--- src/rtl/addsub_serial_if.sv ---
// addsub_serial_if: operand/result handshake bundle for the digit-serial add/sub unit.
interface addsub_serial_if #(parameter int WIDTH = 32);
  logic             in_valid;
  logic             in_ready;
  logic [WIDTH-1:0] a;
  logic [WIDTH-1:0] b;
  logic             sub;
  logic             out_valid;
  logic             out_ready;
  logic [WIDTH-1:0] ans;
  logic             cout;
  logic             v;
  logic             zero;
  modport master (output in_valid, a, b, sub, out_ready,
                  input  in_ready, out_valid, ans, cout, v, zero);
  modport slave  (input  in_valid, a, b, sub, out_ready,
                  output in_ready, out_valid, ans, cout, v, zero);
endinterface

--- src/rtl/addsub_serial.sv ---
// addsub_serial: two's-complement add/sub, DIGIT bits per cycle through one carry chain.
// Define ADDSUB_SATURATE_EN to clamp overflowing results to the signed extreme.
module addsub_serial #(
  parameter int WIDTH = 32,
  parameter int DIGIT = 8
) (
  input logic clk,
  input logic rst,
  addsub_serial_if.slave bus
);
  localparam int NDIG = WIDTH / DIGIT;
  localparam int CW = NDIG > 1 ? $clog2(NDIG) : 1;
  typedef enum logic [1:0] {IDLE, RUN, DONE} state_t;
  state_t st, nxt;
  logic [CW-1:0] cnt;
  logic [WIDTH-1:0] a_r, bx_r, raw, raw_nx, fin, ans_r;
  logic [DIGIT-1:0] s_nx;
  logic carry, c_nx, v_nx, last, cout_r, v_r, zero_r;
  assign last = cnt == CW'(NDIG - 1);
  assign {c_nx, s_nx} = {1'b0, a_r[cnt*DIGIT +: DIGIT]} + {1'b0, bx_r[cnt*DIGIT +: DIGIT]}
                      + {{DIGIT{1'b0}}, carry};
  always_comb begin
    raw_nx = raw;
    raw_nx[cnt*DIGIT +: DIGIT] = s_nx;
  end
  assign v_nx = (a_r[WIDTH-1] == bx_r[WIDTH-1]) & (raw_nx[WIDTH-1] != a_r[WIDTH-1]);
`ifdef ADDSUB_SATURATE_EN
  assign fin = v_nx ? {a_r[WIDTH-1], {(WIDTH-1){~a_r[WIDTH-1]}}} : raw_nx;
`else
  assign fin = raw_nx;
`endif
  always_comb begin
    nxt = st;
    nxt = (st == IDLE && bus.in_valid) ? RUN :
          (st == RUN && last)          ? DONE :
          (st == DONE && bus.out_ready) ? IDLE : st;
  end
  always_ff @(posedge clk or posedge rst)
    if (rst) st <= IDLE;
    else st <= nxt;
  // Flags and result only change on the final digit, so they stay stable outside RUN.
  always_ff @(posedge clk or posedge rst) begin
    if (rst) begin
      cnt <= '0;
      a_r <= '0;
      bx_r <= '0;
      raw <= '0;
      carry <= 1'b0;
      ans_r <= '0;
      cout_r <= 1'b0;
      v_r <= 1'b0;
      zero_r <= 1'b0;
    end else if (st == IDLE && bus.in_valid) begin
      a_r <= bus.a;
      bx_r <= bus.b ^ {WIDTH{bus.sub}};
      carry <= bus.sub;
      cnt <= '0;
    end else if (st == RUN) begin
      raw <= raw_nx;
      carry <= c_nx;
      cnt <= last ? '0 : cnt + 1'b1;
      if (last) begin
        ans_r <= fin;
        cout_r <= c_nx;
        v_r <= v_nx;
        zero_r <= fin == '0;
      end
    end
  end
  assign bus.in_ready = st == IDLE;
  assign bus.out_valid = st == DONE;
  assign bus.ans = ans_r;
  assign bus.cout = cout_r;
  assign bus.v = v_r;
  assign bus.zero = zero_r;
endmodule

--- src/flat_wrapper.sv ---
// flat-port wrapper written by rule: the top's interface ports become plain ports
module addsub_serial_flat 
#(
  parameter int WIDTH = 32,
  parameter int DIGIT = 8
)
  (clk, rst, bus_in_valid, bus_a, bus_b, bus_sub, bus_out_ready, bus_in_ready, bus_out_valid, bus_ans, bus_cout, bus_v, bus_zero);
  addsub_serial_if #(.WIDTH(WIDTH)) bus_i ();
  input logic clk;
  input logic rst;
  input wire logic [$bits(bus_i.in_valid)-1:0] bus_in_valid;
  input wire logic [$bits(bus_i.a)-1:0] bus_a;
  input wire logic [$bits(bus_i.b)-1:0] bus_b;
  input wire logic [$bits(bus_i.sub)-1:0] bus_sub;
  input wire logic [$bits(bus_i.out_ready)-1:0] bus_out_ready;
  output wire logic [$bits(bus_i.in_ready)-1:0] bus_in_ready;
  output wire logic [$bits(bus_i.out_valid)-1:0] bus_out_valid;
  output wire logic [$bits(bus_i.ans)-1:0] bus_ans;
  output wire logic [$bits(bus_i.cout)-1:0] bus_cout;
  output wire logic [$bits(bus_i.v)-1:0] bus_v;
  output wire logic [$bits(bus_i.zero)-1:0] bus_zero;
  assign bus_i.in_valid = bus_in_valid;
  assign bus_i.a = bus_a;
  assign bus_i.b = bus_b;
  assign bus_i.sub = bus_sub;
  assign bus_i.out_ready = bus_out_ready;
  assign bus_in_ready = bus_i.in_ready;
  assign bus_out_valid = bus_i.out_valid;
  assign bus_ans = bus_i.ans;
  assign bus_cout = bus_i.cout;
  assign bus_v = bus_i.v;
  assign bus_zero = bus_i.zero;
  addsub_serial #(.WIDTH(WIDTH), .DIGIT(DIGIT)) u_core (.clk(clk), .rst(rst), .bus(bus_i));
endmodule
--- config.mk ---
export PLATFORM = sky130hd
export DESIGN_NAME = addsub_serial_flat
export DESIGN_NICKNAME = d
export VERILOG_FILES = /design/src/rtl/addsub_serial_if.sv /design/src/rtl/addsub_serial.sv /design/src/flat_wrapper.sv
export SDC_FILE = /design/constraint.sdc
export NUM_CORES = 1
export LEC_CHECK = 0
export CORE_MARGIN = 2
export CORE_UTILIZATION = 39
export CTS_CLUSTER_SIZE = 14
export DETAILED_ROUTE_END_ITERATION = 12
export DONT_BUFFER_PORTS = 1
export SLEW_MARGIN = 20
export SYNTH_ARGS = -nofsm -noshare
export SYNTH_HDL_FRONTEND = slang
export SYNTH_SLANG_ARGS = --single-unit
--- constraint.sdc ---
create_clock -name clk -period 5.8 [get_ports clk]
set_input_delay 0.87 -clock clk [delete_from_list [all_inputs] [get_ports clk]]
set_output_delay 0.87 -clock clk [all_outputs]
set_load 0.005 [all_outputs]
Word-level counts from Yosys, hierarchy flattened
Index checks and enable logic that the tools add are counted.

word-level totals
  register bits after elaboration = 136
  bits of input ports = 69
  output and inout bits = 37
  logic and storage cells = 44

cells by class
  $add $sub $neg = 4
  equal/unequal tests = 5
  shift operators = 4
  multiplexer cells = 9
  bitwise operators = 3
  reduce and logical (&&, ||, !) cells = 9

operators with widths
  kind                                                                     number
  32-bit by 6-bit variable part select with 8-bit output                   2
  5-bit negation with 34-bit output                                        1
  8-bit by 34-bit variable shift with 32-bit output, first input constant  1
  8-bit by 34-bit variable part select with 32-bit output                  1
  32-bit bitwise mux                                                       1
  32-bit zero test                                                         1
  32-bit XOR                                                               1
  2-bit two-way mux                                                        6
  8-bit by 8-bit adder with 9-bit output                                   1
  9-bit by 1-bit adder with 9-bit output                                   1
  2-bit == test, second input constant                                     2
  1-bit logical AND                                                        3
  3-bit AND reduction                                                      1
  3-bit nonzero test                                                       1
  2-bit by 1-bit adder with 2-bit output, second input constant            1
  2-bit by 1-bit == test with 1-bit output, second input constant          1
  2-bit zero test                                                          1
  1-bit two-way mux                                                        2
  2-bit AND reduction                                                      1
  2-bit nonzero test                                                       1
  1-bit AND                                                                1
  1-bit == test                                                            1
  1-bit inequality test                                                    1
  1-bit NOT                                                                1

Logic depth before layout (Yosys ltp)
  depth in word-level cells = 7
  depth in mapped cells = 10
  depth with buffers taken out = 8

Least setup slack after synthesis
No wires, ideal clock.

  kind = register to register
  start = register u_core.cnt[1]
  end = register u_core.zero_r, in the netlist u_core.bus.zero
  library setup time = 0.092 ns
  data arrival time = 3.322 ns
  setup slack = 2.387 ns
  cell stages (with the launch flop) = 11
  buffers on the path = 2
  period minus slack after synthesis = 3.413 ns
  cell sequence = dfrtp_1 > buf_2 > buf_1 > mux4_2 > fa_1 > fa_1 > a211oi_2 > nor2_1 > xor2_1 > or3_1 > o31ai_2

between the ends
  word-level cells in the longest chain between the ends = 6

RTL lines
  element                                                  line                 text
  start, declared                                          addsub_serial.sv:15  logic [CW-1:0] cnt;
  start signal, assigned                                   addsub_serial.sv:61  cnt <= last ? '0 : cnt + 1'b1;
  32-bit by 6-bit variable part select with 8-bit output   addsub_serial.sv:20  assign {c_nx, s_nx} = {1'b0, a_r[cnt*DIGIT +: DIGIT]} + {1'b0, bx_r[cnt*DIGIT +: DIGIT]}
  8-bit by 8-bit adder with 9-bit output                   addsub_serial.sv:20
  9-bit by 1-bit adder with 9-bit output                   addsub_serial.sv:21  + {{DIGIT{1'b0}}, carry};
  8-bit by 34-bit variable part select with 32-bit output  addsub_serial.sv:24  raw_nx[cnt*DIGIT +: DIGIT] = s_nx;
  32-bit bitwise mux                                       addsub_serial.sv:24
  32-bit zero test                                         addsub_serial.sv:66  zero_r <= fin == '0;
  end signal, assigned                                     addsub_serial.sv:52  zero_r <= 1'b0;
  end signal, assigned                                     addsub_serial.sv:66
  end, declared                                            addsub_serial.sv:18  logic carry, c_nx, v_nx, last, cout_r, v_r, zero_r;

Several ways; a longest one is shown, not always the timed one.
A chain may end at the register's enable or synchronous reset.

Worst setup path after layout
  start = register u_core.cnt[0]
  end = register u_core.ans_r[12], in the netlist u_core.bus.ans[12]

between the ends
  word-level cells in the longest chain between the ends = 5

RTL lines
  element                                                  line                 text
  32-bit by 6-bit variable part select with 8-bit output   addsub_serial.sv:20
  8-bit by 8-bit adder with 9-bit output                   addsub_serial.sv:20
  9-bit by 1-bit adder with 9-bit output                   addsub_serial.sv:21
  8-bit by 34-bit variable part select with 32-bit output  addsub_serial.sv:24
  32-bit bitwise mux                                       addsub_serial.sv:24
  end signal, assigned                                     addsub_serial.sv:63  ans_r <= fin;
  end, declared                                            addsub_serial.sv:16  logic [WIDTH-1:0] a_r, bx_r, raw, raw_nx, fin, ans_r;

Several ways; a longest one is shown, not always the timed one.

==> results.yml <==
finish:
  finalNetCount: 654
  area_delta_synth_final_pct: 10.98
  final_layout_size_suffix_gt1_frac: 0.1647
timing:
  setup_viol: 0
  min_period_over_period: 0.6458
  rsz0062_at_grt: "false"
  hold_viol: 0
  tns_ns: 0
  drv_slew: 0
  tightest_slew_ns: 1.121
  fin_crit_ns: 3.746
  fmaxAchievable_mhz: 267.0
  skew_ns: 0.007784
  relSlewSlack: 0.2421
place:
  hpwlAfterDp_mm: 10.85
  globalplace.congestion: 0.8608
  portBuffers: 0
detailed_routing:
  routed_wl_mm: 15.75
  routed_via_density: 5.677
  drtIter0Drc: 305
  wl_per_cell_um: 19.59
  drt_pass1_iterations: 5
  drc: 0
  ant_nets: 0
  vias: 4564
clock_tree:
  h-tree-depth: 4
  tritoncts: "built"
  postCtsSetupRepairBufs: 0
  clock_latency_ns: 0.42
  cts.hold.buffers_added: 0
  cts-root-buf: "clkbuf_16"
  clockBufferDepth: 2
  clkTransAtPathRegs_ns: 0.06
  cts_resized: 0
  clkSinkCount: 136
  cts_buffers: 17
grt:
  first_global_vias: 4669
  grt_max_degree: 82
  antenna_found_initial: 0
  grt_pass1_wl_mm: 25.83
  track_usage: 0.1861
  overflow: 0
critical_path:
  required_ns: 6.13
  cp-start-kind: "flop"
  crit_fanout: 27
  r2r-start: "u_core.cnt[0]"
  crit_slowest_cell: "xor2_1"
  path_cells: "buf_4 -> mux4_2 -> fa_1 -> fa_1 -> a211oi_2 -> nor2_1 -> xor2_1 -> a22oi_1 -> o21ai_0"
  crit_path_end_kind: "flop"
  r2r_slack_ns: 2.05
  reg2reg_depth: 9
  critical_path_class: "flop to flop"
  rr_endpoint: "u_core.bus.ans[12]"
  arrival_ns: 4.08
  cpMostUsedCell: "fa_1"
  slowest_delay_ns: 0.75
min_path:
  hp-class: "input port to async pin"
floorplan:
  initial_utilization: 0.3992
  die_area_sq_um: 18030
  die_height_um: 134.3
  die_w_um: 134.3
  rows: 47
  ios: 106
  core_sq_um: 16580
synth:
  yosys_warnings: 0
  yosys-top-cells-count: "dfrtp_1 (136), a21oi_1 (46), nand2_1 (44), nor2_1 (42), xnor2_1 (33)"
  synthCells: 584
  ys_types: 56
  synth_top_cell_by_area: "dfrtp_1"
  yosysMostFrequentCell: "dfrtp_1"
  syn-num-nets: 668
  synth_area_leaders: "dfrtp_1 (51%), mux2_2 (5.4%), mux4_2 (5.4%)"
  syn_area_per_cell_sq_um: 11.34
  async_flop_share: 1.000
  yosysTopAreaCellShare: 0.5141
  synth_seq_cells: 136
  syn_area_sq_um: 6620
  ys_seq_area_frac: 0.5141
  synth_ff_type: "dfrtp_1"
  synth_edf_count: 0
status:
  outcome: "completed"
flow_run:
  cap_violations: 0
-- registers in the layout (all words and copies together) (netlist names) --
| register | flops |
|---|---|
| u_core.a_r | 32 |
| u_core.bus.ans | 32 |
| u_core.bus.cout | 1 |
| u_core.bus.v | 1 |
| u_core.bus.zero | 1 |
| u_core.bx_r | 32 |
| u_core.carry | 1 |
| u_core.cnt | 2 |
| u_core.raw | 32 |
| u_core.st | 2 |
-- metrics by stage --
step / hold slack (ns) / area, sq um / utilization / setup WS [ns] / instances
after global routing: 0.4288 / 7345 / 0.4429 / 1.762 / 803
final: 0.3808 / 7347 / 0.4430 / 2.054 / 804
after global placement: 0.4676 / 6789 / 0.4094 / 2.118 / 771
after CTS: 0.4052 / 7337 / 0.4424 / 2.011 / 803
after detailed placement: 0.4768 / 6789 / 0.4094 / 2.048 / 771
after floorplan: 0.4422 / 6620 / - / 1.291 / 584
-- logic make-up after synthesis --
family                     synth area share
AOI/OAI and AO/OA                    0.1716
DFF                                  0.5141
xor gates and xnor gates            0.04631
muxes                                0.1089
buffers and inverters               0.02949
adders and majority gates           0.03062
and+or+nand+nor                     0.09904
-- how the worst max path moves through the flow --
stage | cells past startpoint | slack (ns) | from | endpoint
finish | 9 | 2.05 | u_core.cnt[0] | u_core.bus.ans[12]
global route | 9 | 1.76 | u_core.cnt[0] | u_core.bus.ans[12]
CTS | 9 | 2.01 | u_core.cnt[0] | u_core.bus.zero
detailed placement | 9 | 2.05 | u_core.cnt[0] | u_core.bus.zero
global placement | 9 | 2.12 | u_core.cnt[0] | u_core.bus.zero
floorplan | 1 | 1.29 | rst | u_core.a_r[0]
-- area by class of cell --
type	count	area [sq um]
inverters	10	42.54
repair buffers	5	37.54
clock inverters	12	101.3
well taps	220	275.3
flip-flops and latches	136	3403
fillers	1582	9236
multi-input cells	400	3038
clock buffers	20	446.7
diodes	1	2.502
-- layout by cell type (no fill, tap or decap), types with 2 or more instances in the layout --
master      count
clkbuf_16      17
clkinv_2        6
a22o_1         31
o21ai_0        32
nor4_1          6
a21oi_1        46
a21o_1          2
buf_4           5
a31oi_1         2
ha_1           13
mux2_2         32
fa_1            2
o31ai_1         2
and2_1          4
nand3_1         2
clkbuf_1        2
or4_1           2
xnor2_1        32
o21ai_1         7
inv_6           3
dfrtp_1       136
xor2_1          2
nand2_1        44
o21a_1          3
clkinvlp_4      2
nor3_1          7
inv_1           9
a22oi_1        21
a211oi_2        3
nor2b_1         9
o22ai_1         2
nor2_1         42
nand4b_1        2
mux4_2         16
nand2b_1        3
a32oi_1         4
o211ai_1        3
-- critical path, delay by kind of cell (launching register included) --
family	cells	cell delay [ns]
flip-flops	1	0.32
AO/OA/AOI/OAI	3	0.66
adder cells (fa/ha/maj)	2	0.90
buffers and inverters	1	0.36
multiplexers	1	0.57
XOR/XNOR	1	0.75
AND/OR/NAND/NOR	1	0.09
-- metal layers --
layer  GRT usage  vias up  routed length [um]
met1      0.2521     2264                7070
met5           0        -                   0
li1            -     2113                   -
met2      0.2800      168                7242
met3     0.06576       19                1233
met4     0.06023        0                 200
Power is not shown: default switching activity piles up to over one toggle a cycle in this logic, so the estimate is an artifact.
==> RTL edit: new RTL, same settings <==
Add a define of `ADDSUB_SATURATE_EN`.
--- a/src/rtl/addsub_serial.sv
+++ b/src/rtl/addsub_serial.sv
@@ -1,5 +1,7 @@
 // addsub_serial: two's-complement add/sub, DIGIT bits per cycle through one carry chain.
 // Define ADDSUB_SATURATE_EN to clamp overflowing results to the signed extreme.
+`define ADDSUB_SATURATE_EN
+
 module addsub_serial #(
   parameter int WIDTH = 32,
   parameter int DIGIT = 8
Formal check against the unedited RTL: not equivalent (a bounded check fails within 10 cycles, from zero or initial values and one cycle with rst high).
==> RTL edit against the unedited design <==
- final area up 4.4%
- maximum frequency down 13%
- worst setup slack worse by 540 ps
- sequential cell count unchanged
- hold slack worse by 2.3 ps
- wire length up 11%
- synthesized area up 3.5%
- critical path type unchanged
- highest routed layer is now met5
==> RTL edit: results (changes against the unedited design) <==
Status -> completed
Vias per inst -> 5.386 (-5.1%)
Synth area leaders -> dfrtp_1 (50%), a21oi_1 (5.7%), mux2_2 (5.3%)
Slowest cell delay on critical path -> 980 ps (+230 ps)
Reg2Reg Depth -> 10 (+1)
Syn_nets -> 769 (+15%)
M1 wire length -> 7576 um (+7.2%)
Sequential fraction of the synthesis area -> 49.66% (-1.7 points)
Share of cells above drive strength 1 -> 13.78% (-2.7 points)
Layout Cells excl Fill -> 907 (+13%)
Dpl ws -> 1559 ps (-488.9 ps)
Fill count -> 1,624 (+2.7%)
Synth unique cells -> 55 (-1.8%)
Hold_ws -> 378.4 ps (-2.349 ps)
Final core occ -> 44.49% (+0.19 points)
Total GRT Usage -> 19.94% (+1.3 points)
Nets -> 753 (+15%)
Slew @ Worst Pin -> 1051 ps (-70.27 ps)
Diode count -> 0 (-1)
Gpl congestion -> 0.9118 (+5.9%)
Pin count of the biggest net entering global routing -> 75 (-8.5%)
Setup slack, reg-to-reg -> 1520 ps (-540 ps)
Placed inst area -> 7004 um2 (+3.2%)
Dpl hpwl -> 12,170 um (+12%)
Initial antenna violation count -> 1 (+1)
Area share of the largest cell type after synthesis -> 49.66% (-1.7 points)
Syn Inst Count -> 685 (+17%)
Iteration-0 DRC Markers -> 449 (+47%)
First-pass GRT wire length -> 27,920 um (+8.1%)
Slowest stage cell, crit path -> dfrtp_1
DR WL met2 -> 8318 um (+15%)
Cell family with most CP delay -> multiplexers
Origin of the critical flop-to-flop path -> u_core.cnt[1]
==> RTL edit: layer usage <==
metal | track usage (%) | vias to the layer above
met1 | 26.10 | 2366
met3 | 5.741 | 26
li1 | - | 2337
met4 | 7.350 | 2
met2 | 31.50 | 154
met5 | 0 | -
==> RTL edit: how the worst max path moves through the flow <==
| stage | to | slack [ps] | cells past startpoint |
|---|---|---|---|
| 2_1_floorplan | u_core.a_r[0] | 1290 | 1 |
| 3_3_place_gp | u_core.bus.ans[9] | 1640 | 10 |
| 3_5_place_dp | u_core.bus.ans[11] | 1560 | 9 |
| 4_1_cts | u_core.bus.ans[13] | 1510 | 10 |
| 5_1_grt | u_core.bus.ans[2] | 1080 | 10 |
| 6_report | u_core.bus.ans[6] | 1520 | 10 |
==> RTL edit: power groups by stage <==
stage	sequential (uW)	combinational, uW	clock, uW
final	1690	2890	1220
after global routing	1750	3230	1280
after CTS	1700	2890	1240
after detailed placement	1710	2880	0
after global placement	1690	2810	0
after floorplan	1560	2210	0
==> RTL edit: area by class of cell <==
class                           instances  area share (%)
Sequential cell                       136           44.38
Multi-Input combinational cell        476           41.07
Clock buffer                           21           6.135
Tap cell                              225           3.671
Clock inverter                         11           2.529
Inverter                               32           1.632
Timing Repair Buffer                    6          0.5874
==> RTL edit: cell families after synthesis <==
family                   count (synthesis)  share of synthesized area (%)
AND/OR/NAND/NOR                        189                          12.09
AO/OA/AOI/OAI                          184                          15.17
flip-flops                             136                          49.66
buffers and inverters                   73                          4.455
multiplexers                            50                          10.81
XOR/XNOR                                38                          4.857
adder cells (fa/ha/maj)                 15                          2.958
